--- src/rtl/tx_srrc_interp_if.sv ---
// Symbol/sample bus of the SRRC transmit interpolator.
// master = symbol source and sample sink, slave = the interpolator.
interface tx_srrc_interp_if;
   logic [1:0]         sym_in;
   logic               sym_valid;
   logic               sym_ready;
   logic signed [17:0] y;
   logic               y_valid;
   logic               underrun;

   modport master (
      output sym_in, sym_valid,
      input  sym_ready, y, y_valid, underrun
   );

   modport slave (
      input  sym_in, sym_valid,
      output sym_ready, y, y_valid, underrun
   );
endinterface

--- src/rtl/tx_srrc_interp.sv ---
// tx_srrc_interp: 16QAM single-rail SRRC pulse shaper, 4x interpolation.
// Polyphase form: 8-symbol shift register, 4-phase counter, 31-tap
// symmetric SRRC (h[31] = 0). One 18-bit 1s17 sample per enabled clock.
// Optional feature: define TX_SRRC_UNDERRUN_CNT_EN to add the saturating
// 16-bit underrun_cnt output counting zero-insertion events.
module tx_srrc_interp #(
   parameter int LEVEL_A   = 8192,
   parameter int OUT_SHIFT = 16
) (
   input  logic               clk,
   input  logic               reset_n,
   input  logic               enable,
   tx_srrc_interp_if.slave    bus
`ifdef TX_SRRC_UNDERRUN_CNT_EN
   ,
   output logic [15:0]        underrun_cnt
`endif
);

   // Phase 3 is the slot in which a new symbol enters the shift register.
   typedef enum logic [1:0] {PH0 = 2'd0, PH1 = 2'd1, PH2 = 2'd2, PH3 = 2'd3} phase_e;

   localparam logic signed [17:0] LVL_1   = 18'(LEVEL_A);
   localparam logic signed [17:0] LVL_3   = 18'(3 * LEVEL_A);
   localparam logic signed [39:0] SAT_MAX = 40'sd131071;
   localparam logic signed [39:0] SAT_MIN = -40'sd131072;

   // Gray symbol to amplitude level.
   function automatic logic signed [17:0] map_level(input logic [1:0] s);
      case (s)
         2'b00:   map_level = -LVL_3;
         2'b01:   map_level = -LVL_1;
         2'b11:   map_level = LVL_1;
         default: map_level = LVL_3;
      endcase
   endfunction

   // Full tap h[idx], folded onto the half table b[0..15]; h[31] is zero.
   function automatic logic signed [17:0] tap(input logic [4:0] idx);
      logic [3:0] m;
      m   = (idx <= 5'd15) ? idx[3:0] : 4'(5'd30 - idx);
      tap = '0;
      if (idx != 5'd31) begin
         case (m)
            4'd7:    tap = 18'sd1208;
            4'd8:    tap = -18'sd1252;
            4'd9:    tap = -18'sd3878;
            4'd10:   tap = -18'sd4525;
            4'd11:   tap = -18'sd1463;
            4'd12:   tap = 18'sd5416;
            4'd13:   tap = 18'sd14158;
            4'd14:   tap = 18'sd21475;
            4'd15:   tap = 18'sd24324;
            default: tap = '0;
         endcase
      end
   endfunction

   phase_e             phase_q, phase_d;
   logic signed [17:0] sym_q [8];
   logic signed [17:0] sym0_d;
   logic signed [17:0] y_q, y_d;
   logic               y_valid_q;
   logic               underrun_q, underrun_d;
   logic               take, starve;
   logic signed [35:0] prod [8];
   logic signed [39:0] acc, t;

   assign bus.sym_ready = enable && (phase_q == PH3);
   assign take          = bus.sym_ready && bus.sym_valid;
   assign starve        = bus.sym_ready && !bus.sym_valid;

   assign bus.y         = y_q;
   assign bus.y_valid   = y_valid_q;
   assign bus.underrun  = underrun_q;

   // Phase next-state: one step per enabled clock, 3 wraps to 0.
   always_comb begin
      // NOTE: every always_comb output gets a default first so no path leaves it unassigned (no latch).
      phase_d = phase_q;
      if (enable) begin
         case (phase_q)
            PH0:     phase_d = PH1;
            PH1:     phase_d = PH2;
            PH2:     phase_d = PH3;
            default: phase_d = PH0;
         endcase
      end
   end

   // Phase state register; reset lands in phase 3 so the first enabled cycle requests a symbol.
   always_ff @(posedge clk) begin
      // NOTE: clocked state uses non-blocking assignments so all registers update from pre-edge values.
      if (!reset_n) phase_q <= PH3;
      else          phase_q <= phase_d;
   end

   // Polyphase dot product over the pre-edge register contents, then shift and saturate.
   always_comb begin
      acc = '0;
      for (int k = 0; k < 8; k++) begin
         prod[k] = 36'(sym_q[k]) * 36'(tap({3'(k), phase_q}));
         acc     = acc + {{4{prod[k][35]}}, prod[k]};
      end
      t = acc >>> OUT_SHIFT;
      if (t > SAT_MAX)      y_d = 18'sd131071;
      else if (t < SAT_MIN) y_d = -18'sd131072;
      else                  y_d = t[17:0];
      sym0_d     = take ? map_level(bus.sym_in) : '0;
      underrun_d = underrun_q | starve;
   end

   // Symbol shift register, output sample and sticky underrun; only y_valid moves while stalled.
   always_ff @(posedge clk) begin
      if (!reset_n) begin
         // NOTE: the eight symbol slots are cleared on reset because a reset must discard in-flight symbols.
         for (int k = 0; k < 8; k++) sym_q[k] <= '0;
         y_q        <= '0;
         y_valid_q  <= 1'b0;
         underrun_q <= 1'b0;
      end else if (enable) begin
         if (phase_q == PH3) begin
            for (int k = 7; k > 0; k--) sym_q[k] <= sym_q[k-1];
            sym_q[0] <= sym0_d;
         end
         y_q        <= y_d;
         y_valid_q  <= 1'b1;
         underrun_q <= underrun_d;
      end else begin
         y_valid_q  <= 1'b0;
      end
   end

`ifdef TX_SRRC_UNDERRUN_CNT_EN
   logic [15:0] cnt_q, cnt_d;

   // Saturating count of zero-insertion events (starve only fires while enabled).
   always_comb begin
      cnt_d = cnt_q;
      if (starve && (cnt_q != 16'hFFFF)) cnt_d = cnt_q + 16'd1;
   end

   // Underrun counter register.
   always_ff @(posedge clk) begin
      if (!reset_n) cnt_q <= '0;
      else          cnt_q <= cnt_d;
   end

   assign underrun_cnt = cnt_q;
`endif

endmodule

--- src/flat_wrapper.sv ---
// flat-port wrapper written by rule: the top's interface ports become plain ports
module tx_srrc_interp_flat 
#(
   parameter int LEVEL_A   = 8192,
   parameter int OUT_SHIFT = 16
)
  (clk, reset_n, enable, bus_sym_in, bus_sym_valid, bus_sym_ready, bus_y, bus_y_valid, bus_underrun);
  tx_srrc_interp_if bus_i ();
  input  logic clk;
  input  logic reset_n;
  input  logic enable;
  input wire logic [$bits(bus_i.sym_in)-1:0] bus_sym_in;
  input wire logic [$bits(bus_i.sym_valid)-1:0] bus_sym_valid;
  output wire logic [$bits(bus_i.sym_ready)-1:0] bus_sym_ready;
  output wire logic [$bits(bus_i.y)-1:0] bus_y;
  output wire logic [$bits(bus_i.y_valid)-1:0] bus_y_valid;
  output wire logic [$bits(bus_i.underrun)-1:0] bus_underrun;
  assign bus_i.sym_in = bus_sym_in;
  assign bus_i.sym_valid = bus_sym_valid;
  assign bus_sym_ready = bus_i.sym_ready;
  assign bus_y = bus_i.y;
  assign bus_y_valid = bus_i.y_valid;
  assign bus_underrun = bus_i.underrun;
  tx_srrc_interp #(.LEVEL_A(LEVEL_A), .OUT_SHIFT(OUT_SHIFT)) u_core (.clk(clk), .reset_n(reset_n), .enable(enable), .bus(bus_i));
endmodule
--- config.mk ---
export PLATFORM = sky130hd
export DESIGN_NAME = tx_srrc_interp_flat
export DESIGN_NICKNAME = d
export VERILOG_FILES = /design/src/rtl/tx_srrc_interp_if.sv /design/src/rtl/tx_srrc_interp.sv /design/src/flat_wrapper.sv
export SDC_FILE = /design/constraint.sdc
export NUM_CORES = 1
export LEC_CHECK = 0
export BUFFER_PORTS_ARGS = -buffer_cell sky130_fd_sc_hd__buf_2
export CAP_MARGIN = 10
export CORE_MARGIN = 2
export CORE_UTILIZATION = 50
export DETAILED_ROUTE_END_ITERATION = 7
export PLACE_DENSITY = 0.72
export SLEW_MARGIN = 10
export SYNTH_ARGS = -nofsm -noshare
export SYNTH_HDL_FRONTEND = slang
export SYNTH_SLANG_ARGS = --single-unit
--- constraint.sdc ---
create_clock -name clk -period 11.5 [get_ports clk]
set_input_delay 2.3 -clock clk [delete_from_list [all_inputs] [get_ports clk]]
set_output_delay 2.3 -clock clk [all_outputs]
set_load 0.01 [all_outputs]
; ---- Word level (Yosys, flattened, before mapping)
; Memory sizes are Yosys's and may differ from the RTL's.
; Cells that the tools add are included.
; W data, S select, Z words.
[word_totals]
reg_bits = 22
ramBits = 144
rom_bits = 1152
inputBits = 6
out_inout_bits = 21
word_cells = 72
mem_count = 5
[memory_table]
columns = name, depth, width, read_ports, rd_clocked_by_memory_dff, write_ports, line_no
row1 = (name not given), 16, 18, 1, 0, 0, tx_srrc_interp.sv:44  ; case (m)
row2 = (name not given), 16, 18, 1, 0, 0, tx_srrc_interp.sv:44
row3 = (name not given), 16, 18, 1, 0, 0, tx_srrc_interp.sv:44
row4 = (name not given), 16, 18, 1, 0, 0, tx_srrc_interp.sv:44
row5 = u_core.sym_q, 8, 18, 8, 0, 8, tx_srrc_interp.sv:60  ; logic signed [17:0] sym_q [8];
[op_classes]
addsub = 10
multipliers = 7
magnitude_cmp = 2
eq_ne = 6
mux = 23
bitwise_logic = 9
reduce_logical = 6
[op_table]
columns = operator, count
row1 = $mul A18 B18 Y36, 6
row2 = $mux W18, 12
row3 = $add A40 B40 Y40, 5
row4 = $pmux W18 S4, 2
row5 = $pmux W18 S3, 1
row6 = $add A30 B36 Y37, 1
row7 = $mul A18 B12 Y30, 1
row8 = $gt A24 B18 Y1 const B, 1
row9 = $lt A24 B18 Y1 const B, 1
row10 = $mux W11, 1
row11 = $or A1 B1 Y1, 9
row12 = $sub A2 B3 Y4 const A, 2
row13 = $eq A2 B2 Y1 const B, 3
row14 = $mux W1, 6
row15 = $pmux W2 S3, 1
row16 = $eq A2 B1 Y1 const B, 2
row17 = $logic_not A2 Y1, 2
row18 = $sub A2 B4 Y4 const A, 1
row19 = $sub A4 B3 Y4 const A, 1
row20 = $logic_and A1 B1 Y1, 3
row21 = $ne A2 B2 Y1 const B, 1
row22 = $logic_not A1 Y1, 1

; ---- Depth between registers and ports, before layout
; Gate-level depths: netlist (run 1).
[logic_depth]
word_depth = 12
ltp_mapped = 47
depth_no_buf = 44

; ---- Least setup slack after synthesis (run 1)
; No wires, ideal clock.
[synth_timing]
kind = register to register
startpoint = register u_core.phase_q[0]
endpoint = register u_core.y_q[16], in the netlist u_core.bus.y[16]
arrival_ps = 11363
required_time_ps = 11364
slack_ps = 1
stages_incl_launch_ff = 38
path_buffers = 1
period_less_slack_ps = 11499
cell_sequence = dfxtp_1 -> ha_1 -> inv_1 -> nor2_1 -> nand2_1 -> inv_1 -> nand2_1 -> inv_1 -> fa_1 -> fa_1 -> ha_1 -> inv_1 -> fa_1 -> fa_1 -> fa_1 -> inv_1 -> ha_1 -> a211oi_1 -> [... 2 more ...] -> o2111ai_1 -> a21oi_1 -> xnor2_1 -> fa_1 -> fa_1 -> inv_1 -> fa_1 -> inv_1 -> ha_1 -> or2_2 -> a21oi_1 -> a21oi_1 -> or4_4 -> a221oi_2 -> o2111ai_1 -> o21ai_2 -> buf_6 -> o22ai_1
[synth_via]
elab_chain_cells = 12
elab_cells_between_ends = 34
[synth_rtl]
columns = item, line_no
row1 = "start, declared", tx_srrc_interp.sv:59  ; phase_e phase_q, phase_d;
row2 = "start signal, assigned", tx_srrc_interp.sv:95  ; else phase_q <= phase_d;
row3 = $eq A2 B2 Y1 (tied with other cells), tx_srrc_interp.sv:44
row4 = $pmux W18 S4 / $mux W11 (equally long branches), tx_srrc_interp.sv:44
row5 = $mul A18 B18 Y36 / $mul A18 B12 Y30 (equally long branches), tx_srrc_interp.sv:102  ; prod[k] = 36'(sym_q[k]) * 36'(tap({3'(k), phase_q}));
row6 = $add A30 B36 Y37, tx_srrc_interp.sv:103  ; acc = acc + {{4{prod[k][35]}}, prod[k]};
row7 = $add A40 B40 Y40 (4 in a row), tx_srrc_interp.sv:103
row8 = $add A40 B40 Y40 *, tx_srrc_interp.sv:103
row9 = $lt A24 B18 Y1, tx_srrc_interp.sv:107  ; else if (t < SAT_MIN) y_d = -18'sd131072;
row10 = $mux W18, tx_srrc_interp.sv:107
row11 = $mux W18 *, tx_srrc_interp.sv:106  ; if (t > SAT_MAX) y_d = 18'sd131071;
row12 = "end signal, assigned", tx_srrc_interp.sv:126  ; y_q <= y_d;
row13 = "end, declared", tx_srrc_interp.sv:62  ; logic signed [17:0] y_q, y_d;
; Every way passes the cells marked *; elsewhere a longest branch is shown, timed or not. The select of a mux whose other input is x is not followed.
; A chain may end at the register's enable or synchronous reset.

; ---- Worst setup path in the final report (run 1)
[layout_timing]
startpoint = register u_core.phase_q[1]
endpoint = register u_core.y_q[14], in the netlist u_core.bus.y[14]
; The elaborated chain is that of the path after synthesis.

==> metrics.cfg, run 1 <==
[yosys]
synth-simple-area-share_pct=8.668
synth.avg_cell_area_um2=9.700
synth_area_um2=25550
synth_area_leader_cell=fa_1
yosysSeqAreaShare_pct=4.545
synth_top_flop_cell=edfxtp_1
yosysTopAreaCellShare_pct=42.00
synth_seq_cells=46
synthCells=2634
synth_warnings=0
yosys.area_share.xor_xnor_pct=4.902
synth_enable_flop_cells=24
synth_top_family_by_area=adder cells
synth_area_leaders=fa_1 (42%), ha_1 (21%), inv_1 (10%), xnor2_1 (3.3%), edfxtp_1 (2.8%)
muxShareOfSynthArea_pct=0.07835
synthAdderAreaFrac_pct=62.93
ys_async_sr_fraction_pct=0
ys_types=68
synth-compound-area-share_pct=8.022

[setup_path]
max_stage_delay_ns=0.57
startpoint_type=register
worstSetupPathType=reg2reg
cp_max_fo=17
crit_path_start=u_core.phase_q[1]$_SDFFE_PN1P_
r2r-start=u_core.phase_q[1]$_SDFFE_PN1P_
crit_arrival_ns=11.27
crit_required_ns=11.73
cp_slowest_cell=fa_1
r2r_slack_ns=0.46
endpoint_kind=register
path_common_cell=fa_1

[clocking]
cts_hold_buffers=0
numCtsBuffers=5
clkLatencyLatePin_ns=0.31
cts.sinks=46
root_buffer=clkbuf_16
clk_pin_slew_worst_paths_ns=0.07
clockBufferDepth=2
htree_num_levels=2
cts_tree=yes

[final_layout]
drive_gt1_share_pct=5.636
finalNetCount=3663
fin_area_um2=27170
fin_cells=3369
final_cell_mix=inv_1 (690), fa_1 (534), ha_1 (421), xnor2_1 (95), nor2_1 (90)
area_growth_pct=6.342
antennaDiodeCount=0
layout_commonest_cell=inv_1

[sta]
fin_skew_ns=0.01121
finalHoldViolCount=0
max_freq_mhz=90.56
worst_slew_pin_slew_ns=1.007
finalCriticalPeriod_ns=11.04
slew_violations=0
fin_crit_sh_pct=96.03
setup_viol=0
slew_headroom_pct=32.85

[placement]
place.gp.congestion=0.9786
detailed_place_hpwl_um=55480
dp.cells=3356
placed_area_um2=26820
portBuffers=26

[outcome]
status=finished, final reports clean

[die]
die_area_um2=52920
dieWidth_um=230.1
placement_rows=82
fp.dieH_um=230.1
start_util_pct=50.82
ios=27
core-area_um2=50270

[global_route]
gr-usage-all-layers_pct=24.61
first_global_vias=19281
overflow=0
antenna_found_initial=1
grt_pass1_wl_um=101900
grt_max_degree=29

[drt]
wire_per_inst_um=18.39
drtIter0Drc=1050
route.detailed.drc=0
routed_wl_um=61940
viasPerCell=5.330
ant_nets=0
first_pass_iters=6
num_vias=17958

[worst_hold_path]
hp-class=reg2reg
hp-start=u_core.bus.y[17]$_SDFFE_PN0P_

[job]
drv_cap=0

## flip-flops by register name, summed over array words and instances, names as in the netlist
register / count
u_core.bus.y_valid: 1
u_core.bus.y: 18
u_core.bus.underrun: 1
u_core.phase_q: 2
u_core.sym_q: 24
## worst paths after layout
kind,cells past startpoint,endpoint
setup / recovery,41,u_core.bus.y[14]$_SDFFE_PN0P_
hold / removal,2,u_core.bus.y[17]$_SDFFE_PN0P_
setup reg to reg,41,u_core.bus.y[14]$_SDFFE_PN0P_
hold reg to reg,2,u_core.bus.y[17]$_SDFFE_PN0P_
## layer usage
metal / vias to the layer above / wire, um / track usage [%]
met5: - / 0 / 0
met4: 0 / 2072 / 7.782
met3: 91 / 3539 / 3.993
met2: 437 / 30870 / 42.14
met1: 9140 / 25460 / 31.95
li1: 8290 / - / -
## worst max-delay path: cells and delay by family, from the launching register on
| kind | cells | cell delay [ns] |
|---|---|---|
| flops | 1 | 0.43 |
| compound gates | 10 | 2.02 |
| xor+xnor | 1 | 0.31 |
| simple gates | 6 | 0.96 |
| buf+inv | 10 | 1.13 |
| fa+ha+maj | 14 | 6.08 |
## through the flow
stage          hold slack [ns]  worst slack (ns)  utilization, %  setup TNS (ns)
3_3_place_gp            0.4619          -0.05368           53.35         -0.7866
4_1_cts                 0.4867          0.009548           53.74               0
2_1_floorplan           0.4859          0.001486               -               0
6_report                0.4825            0.4570           54.04               0
5_1_grt                 0.5417          -0.03499           54.04         -0.2451
3_5_place_dp            0.4746           -0.2323           53.35          -3.614
## cell usage after synthesis, drive strengths merged, types with 12 or more instances
library cell and count:
nand2 85, nor2b 32, o21bai 27, and3 23
o22ai 19, o21ai 71, nand3 27, a21o 32
a31oi 13, nor2 94, ha 425, nand2b 31
xnor2 97, or3 12, clkbuf 40, dfxtp 22
a21oi 77, nor3 26, fa 536, o21a 13
inv 690, edfxtp 24, and2 54, xor2 46
or2 17, a211o 12
## area by class of cell
| class | count | area, um2 |
|---|---|---|
| clock buffers | 5 | 125.1 |
| flip-flops and latches | 46 | 1162 |
| inverters | 692 | 2597 |
| well taps | 672 | 840.8 |
| multi-input cells | 1863 | 21810 |
| clock inverters | 3 | 23.77 |
| fillers | 4529 | 23100 |
| repair buffers | 88 | 611.8 |
## repair_timing
action                     CTS  global route
resized for setup            4            31
cloned                       0             1
setup endpoints to repair   17            18
pin swaps                    1             4
buffers inserted             1             3
## logic make-up after synthesis
logic type / count (synthesis)
compound gates: 314
xor+xnor: 143
flops: 46
buf+inv: 734
mux: 2
other cells: 2
fa+ha+maj: 964
simple gates: 429
Power of run 1 is left out: the tool's default activity adds up to more than one toggle a clock period on the data nets, which glitch-free logic cannot reach.
==> run 2, diff against run 1 <==
PLACE_DENSITY = 0.69   (was 0.72)
clock period = 13.7 ns   (was 11.5 ns; I/O delays follow)
==> run 2 against run 1 <==
Compared with the run above: sequential share of layout area up 0.076 points; register-to-register slack better by 0.36 ns; via count down 2.3%; flip-flop and latch count unchanged; critical path depth down 5; count of clock-buffer cells in the layout unchanged; global-route usage down 0.65 points; utilization down 1.0 points; highest routed layer is now met5.
==> metrics.cfg, run 2 (synthesis gave the netlist of run 1 again) <==
[outcome]
status=finished, final reports clean

[drt]
num_vias=17546  ; -2.3%
first_pass_iters=5  ; -1
ant_nets=0  ; unchanged
route.detailed.drc=0  ; unchanged
drtIter0Drc=783  ; -25%
wire_per_inst_um=17.99  ; -2.2%
viasPerCell=5.280  ; -0.94%
routed_wl_um=59770  ; -3.5%

[setup_path]
worstSetupPathType=reg2reg
r2r_slack_ns=0.82  ; +0.36 ns
endpoint_kind=register
max_stage_delay_ns=0.85  ; +0.28 ns
crit_required_ns=13.86  ; +2.13 ns
cp_slowest_cell=o311ai_0
cp_max_fo=25  ; +8
startpoint_type=register
path_common_cell=fa_1
crit_arrival_ns=13.03  ; +1.76 ns

[final_layout]
layout_commonest_cell=inv_1
area_growth_pct=4.363
top_register=u_core.sym_q
antennaDiodeCount=0  ; unchanged
finalNetCount=3617  ; -1.3%
fin_cells=3323  ; -1.4%
drive_gt1_share_pct=3.169  ; -2.5 points
largest_reg_flops=24  ; unchanged
final_cell_mix=inv_1 (690), fa_1 (536), ha_1 (425), xnor2_1 (97), nor2_1 (93)

[sta]
setup_tns_ns=0  ; unchanged
fin_skew_ns=0.008157  ; -0.003050 ns
slew_headroom_pct=35.13  ; +2.3 points
finalHoldViolCount=0  ; unchanged
max_freq_mhz=77.65  ; -14%
timing.hold.ws_ns=0.4837  ; +0.001232 ns
worst_slew_pin_slew_ns=0.9608  ; -0.04645 ns
finalCriticalPeriod_ns=12.88  ; +1.836 ns
fin_crit_sh_pct=94.00  ; -2.0 points
setup_viol=0  ; unchanged
slew_violations=0  ; unchanged
rsz0062_at_grt=false

[job]
drv_cap=0  ; unchanged

[placement]
place.gp.congestion=0.9396  ; -4.0%
detailed_place_hpwl_um=54080  ; -2.5%
dp.cells=3315  ; -1.2%
portBuffers=26  ; unchanged

[global_route]
overflow=0  ; unchanged
grt_max_degree=29  ; unchanged
first_global_vias=19138  ; -0.74%
antenna_found_initial=1  ; unchanged
grt_pass1_wl_um=100100  ; -1.8%
gr-usage-all-layers_pct=23.96  ; -0.65 points

[clocking]
cts_hold_buffers=0  ; unchanged
clkLatencyLatePin_ns=0.31  ; about the same
numCtsBuffers=5  ; unchanged
clk_pin_slew_worst_paths_ns=0.08  ; about the same
cts_resized=0  ; -4
root_buffer=clkbuf_16
cts.sinks=46  ; unchanged
cts_setup_buffers=0  ; -1
htree_num_levels=2  ; unchanged
clockBufferDepth=2  ; unchanged
cts_tree=yes

[die]
placement_rows=82  ; unchanged
core-area_um2=50270  ; unchanged
start_util_pct=50.82  ; unchanged
fp.dieH_um=230.1  ; unchanged
ios=27  ; unchanged
die_area_um2=52920  ; unchanged
dieWidth_um=230.1  ; unchanged

[worst_hold_path]
hp-class=reg2reg

==> run 2: cell types whose count changed in the layout (fill, tap and decap cells not counted), moves of 3 or more <==
cell / change
a21oi_1: +3
a21oi_2: -3
buf_4: -43
ha_1: +4
nor2_1: +3
o21ai_0: +4
o21ai_1: -4
==> run 2: cell type report <==
cell class / instances / area (um2)
Fill cell: 4576 / 23610
Inverter: 692 / 2597
Clock inverter: 3 / 23.77
Tap cell: 672 / 840.8
Sequential cell: 46 / 1161
Clock buffer: 5 / 125.1
Multi-Input combinational cell: 1862 / 21660
Timing Repair Buffer: 43 / 257.7
==> run 2: routing by layer <==
| layer | global-route usage, % | part of all wire [%] | up-vias | wire, um |
|---|---|---|---|---|
| met5 | 0 | 0.025 | - | 15 |
| met4 | 6.028 | 2.3 | 2 | 1377 |
| met3 | 2.381 | 4.2 | 59 | 2505 |
| met2 | 41.23 | 50 | 345 | 29860 |
| met1 | 32.52 | 44 | 8925 | 26020 |
| li1 | - | - | 8215 | - |
==> run 2: worst max-delay path: cells and delay by family (launching register included) <==
| family | cells | cell delay, ns |
|---|---|---|
| buffers and inverters | 8 | 1.25 |
| flip-flops | 1 | 0.63 |
| XOR/XNOR | 1 | 0.48 |
| adder cells (fa/ha/maj) | 12 | 6.17 |
| AND/OR/NAND/NOR | 4 | 1.28 |
| AO/OA/AOI/OAI | 11 | 2.94 |
==> run 2: final timing paths <==
kind / end / start / cells past startpoint
hold / removal: u_core.bus.y[17]$_SDFFE_PN0P_ / u_core.bus.y[17]$_SDFFE_PN0P_ / 2
setup / recovery: u_core.bus.y[1]$_SDFFE_PN0P_ / u_core.phase_q[0]$_SDFFE_PN1P_ / 36
setup reg to reg: u_core.bus.y[1]$_SDFFE_PN0P_ / u_core.phase_q[0]$_SDFFE_PN1P_ / 36
hold reg to reg: u_core.bus.y[17]$_SDFFE_PN0P_ / u_core.bus.y[17]$_SDFFE_PN0P_ / 2
==> run 2: stage by stage <==
stage	instance area, um2	util [%]	setup slack [ns]
3_3_place_gp	26520	52.74	1.327
5_1_grt	26660	53.04	0.1320
3_5_place_dp	26520	52.74	0.9650
6_report	26660	53.04	0.8215
4_1_cts	26660	53.04	0.8960
2_1_floorplan	25580	-	2.201
Power of run 2 is left out for the same reason.
==> run 3, diff against run 2 <==
ABC_AREA = 1   (was default)
RECOVER_POWER = 50   (was default)
SLEW_MARGIN = default   (was 10)
==> run 3 against run 2 <==
Compared with the run above: area after synthesis increased by 1.2%; clock skew increased by 0.00085 ns; non-clock buffer count decreased by 5; largest cell class unchanged; the flow now finishes with violations (capacitance limit, slew limit); critical path type unchanged; sequential share of layout area about the same.
==> metrics.cfg, run 3 <==
[outcome]
status=finished, violations left
violations=capacitance limit, slew limit

[drt]
drtIter0Drc=1082  ; +38%
routed_wl_um=60390  ; +1.0%
viasPerCell=5.058  ; -4.2%
wire_per_inst_um=16.63  ; -7.5%
num_vias=18366  ; +4.7%
ant_nets=0  ; unchanged
first_pass_iters=5  ; unchanged
route.detailed.drc=0  ; unchanged

[die]
ios=27  ; unchanged
placement_rows=83  ; +1.2%
die_area_um2=53550  ; +1.2%
fp.dieH_um=231.4  ; +0.59%
core-area_um2=51200  ; +1.8%
start_util_pct=50.50  ; -0.32 points
dieWidth_um=231.4  ; +0.59%

[yosys]
synthCells=2932  ; +11%
synth_enable_flop_cells=24  ; unchanged
yosysSeqAreaShare_pct=4.491  ; -0.054 points
synth_area_leader_cell=fa_1
ys_types=43  ; -37%
synth_area_um2=25860  ; +1.2%
yosys-top-cells-count=inv_1 (834), fa_1 (536), ha_1 (425)
yosysTopAreaCellShare_pct=41.50  ; -0.50 points
synth_seq_cells=46  ; unchanged
ys_async_sr_fraction_pct=0  ; unchanged
synth_area_leaders=fa_1 (42%), ha_1 (21%), inv_1 (12%), nand2_1 (4.9%), xor2_1 (3.5%)
synth.most_common_cell=inv_1
synth_warnings=0  ; unchanged
synth_top_flop_cell=edfxtp_1
synth.avg_cell_area_um2=8.819  ; -9.1%

[sta]
slew_headroom_pct=-8.994  ; -44 points
slew_violations=25  ; +25
setup_tns_ns=0  ; unchanged
fin_skew_ns=0.009006  ; +0.0008481 ns
fin_crit_sh_pct=86.87  ; -7.1 points
rsz0062_at_grt=false
finalCriticalPeriod_ns=11.90  ; -0.9778 ns
worst_slew_pin_slew_ns=1.635  ; +0.6741 ns
max_freq_mhz=84.03  ; +8.2%
setup_viol=0  ; unchanged
finalHoldViolCount=0  ; unchanged

[final_layout]
layout_commonest_cell=inv_1
largest_reg_flops=24  ; unchanged
top_register=u_core.sym_q
nFillCells=4661  ; +1.9%
antennaDiodeCount=0  ; unchanged
drive_gt1_share_pct=1.796  ; -1.4 points
finalNetCount=3917  ; +8.3%
area_growth_pct=4.147
final_cell_mix=inv_1 (834), fa_1 (536), ha_1 (425), nand2_1 (340), nor2_1 (223)
utilization_pct=52.60  ; -0.44 points

[worst_hold_path]
min_path_cells=2  ; unchanged
hp-class=reg2reg
hp-start=u_core.bus.underrun$_SDFFE_PN0P_
hold_end=u_core.bus.underrun$_SDFFE_PN0P_

[placement]
portBuffers=26  ; unchanged
place.gp.congestion=0.9398  ; about the same
detailed_place_hpwl_um=55170  ; +2.0%

[setup_path]
path_common_cell=inv_1
crit_arrival_ns=12.11  ; -0.92 ns
endpoint_kind=register
reg2regPathDepth=41  ; +14%
crit_required_ns=13.90  ; +0.04 ns
cp_max_fo=17  ; -32%
r2r-start=u_core.phase_q[1]$_SDFFE_PN1P_
cp_slowest_cell=fa_1
r2r_slack_ns=1.80  ; +0.98 ns
startpoint_type=register
max_stage_delay_ns=0.80  ; -0.05 ns
worstSetupPathType=reg2reg
r2r-end=u_core.bus.y[11]$_SDFFE_PN0P_

[clocking]
clkLatencyLatePin_ns=0.32  ; about the same
cts_resized=0  ; unchanged
cts_tree=yes
cts_hold_buffers=0  ; unchanged
cts.sinks=46  ; unchanged
clockBufferDepth=2  ; unchanged
clk_pin_slew_worst_paths_ns=0.08  ; about the same
numCtsBuffers=5  ; unchanged
htree_num_levels=2  ; unchanged
cts_setup_buffers=0  ; unchanged
root_buffer=clkbuf_16

[job]
drv_cap=1  ; +1

[global_route]
grt_max_degree=27  ; -6.9%
antenna_found_initial=0  ; -1
first_global_vias=20008  ; +4.5%
grt_pass1_wl_um=102800  ; +2.8%
overflow=0  ; unchanged
gr-usage-all-layers_pct=24.40  ; +0.44 points

## run 3: worst max path at each step
stage,start,depth (start not counted),to,slack (ns)
2_1_floorplan,u_core.phase_q[1]$_SDFFE_PN1P_,42,u_core.bus.y[7]$_SDFFE_PN0P_,3.05
3_3_place_gp,u_core.phase_q[1]$_SDFFE_PN1P_,41,u_core.bus.y[8]$_SDFFE_PN0P_,2.24
3_5_place_dp,u_core.phase_q[1]$_SDFFE_PN1P_,41,u_core.bus.y[11]$_SDFFE_PN0P_,1.82
4_1_cts,u_core.phase_q[1]$_SDFFE_PN1P_,41,u_core.bus.y[11]$_SDFFE_PN0P_,1.79
5_1_grt,u_core.phase_q[1]$_SDFFE_PN1P_,41,u_core.bus.y[2]$_SDFFE_PN0P_,0.85
6_report,u_core.phase_q[1]$_SDFFE_PN1P_,41,u_core.bus.y[11]$_SDFFE_PN0P_,1.80
## run 3: cell type report
cell class	count	area, um2	share of cell area, %
Timing Repair Buffer	38	190.2	0.7063
Inverter	841	3157	11.72
Tap cell	680	850.8	3.160
Clock buffer	5	125.1	0.4646
Clock inverter	3	23.77	0.08828
Sequential cell	46	1161	4.312
Multi-Input combinational cell	2018	21420	79.55
## run 3: cell families (layout without fill, tap and decap cells)
logic type | count (synthesis) | after routing | synth area share [%]
AOI/OAI and AO/OA | 236 | 236 | 5.110
xor gates and xnor gates | 153 | 153 | 5.212
adders and majority gates | 962 | 962 | 62.11
other | 2 | 10 | 0.02905
and+or+nand+nor | 657 | 657 | 10.26
DFF | 46 | 46 | 4.491
buffers and inverters | 876 | 887 | 12.79
## run 3: through the flow
stage | hold WS (ns) | worst slack (ns) | cells | area, um2
final | 0.4856 | 1.799 | 3631 | 26930
after global routing | 0.5100 | 0.8526 | 3631 | 26930
after CTS | 0.4787 | 1.786 | 3631 | 26960
after detailed placement | 0.4598 | 1.825 | 3623 | 26810
after global placement | 0.4357 | 2.239 | 3623 | 26810
after floorplan | 0.4866 | 3.054 | 2940 | 25890
## run 3: metal layers
metal / vias up / part of all wire, % / GRT usage, %
met5: - / 0 / 0
met3: 99 / 5.5 / 2.977
met2: 451 / 47 / 39.28
met4: 0 / 3.8 / 7.802
li1: 8749 / - / -
met1: 9067 / 44 / 34.39
## run 3: critical path: cells and delay by family (launching register included)
family | cells | cell delay (ns)
buffers and inverters | 10 | 1.50
AND/OR/NAND/NOR | 12 | 2.27
adder cells (fa/ha/maj) | 12 | 6.06
flip-flops | 1 | 0.52
XOR/XNOR | 2 | 0.41
AO/OA/AOI/OAI | 5 | 0.98
Power of run 3 is left out for the same reason.
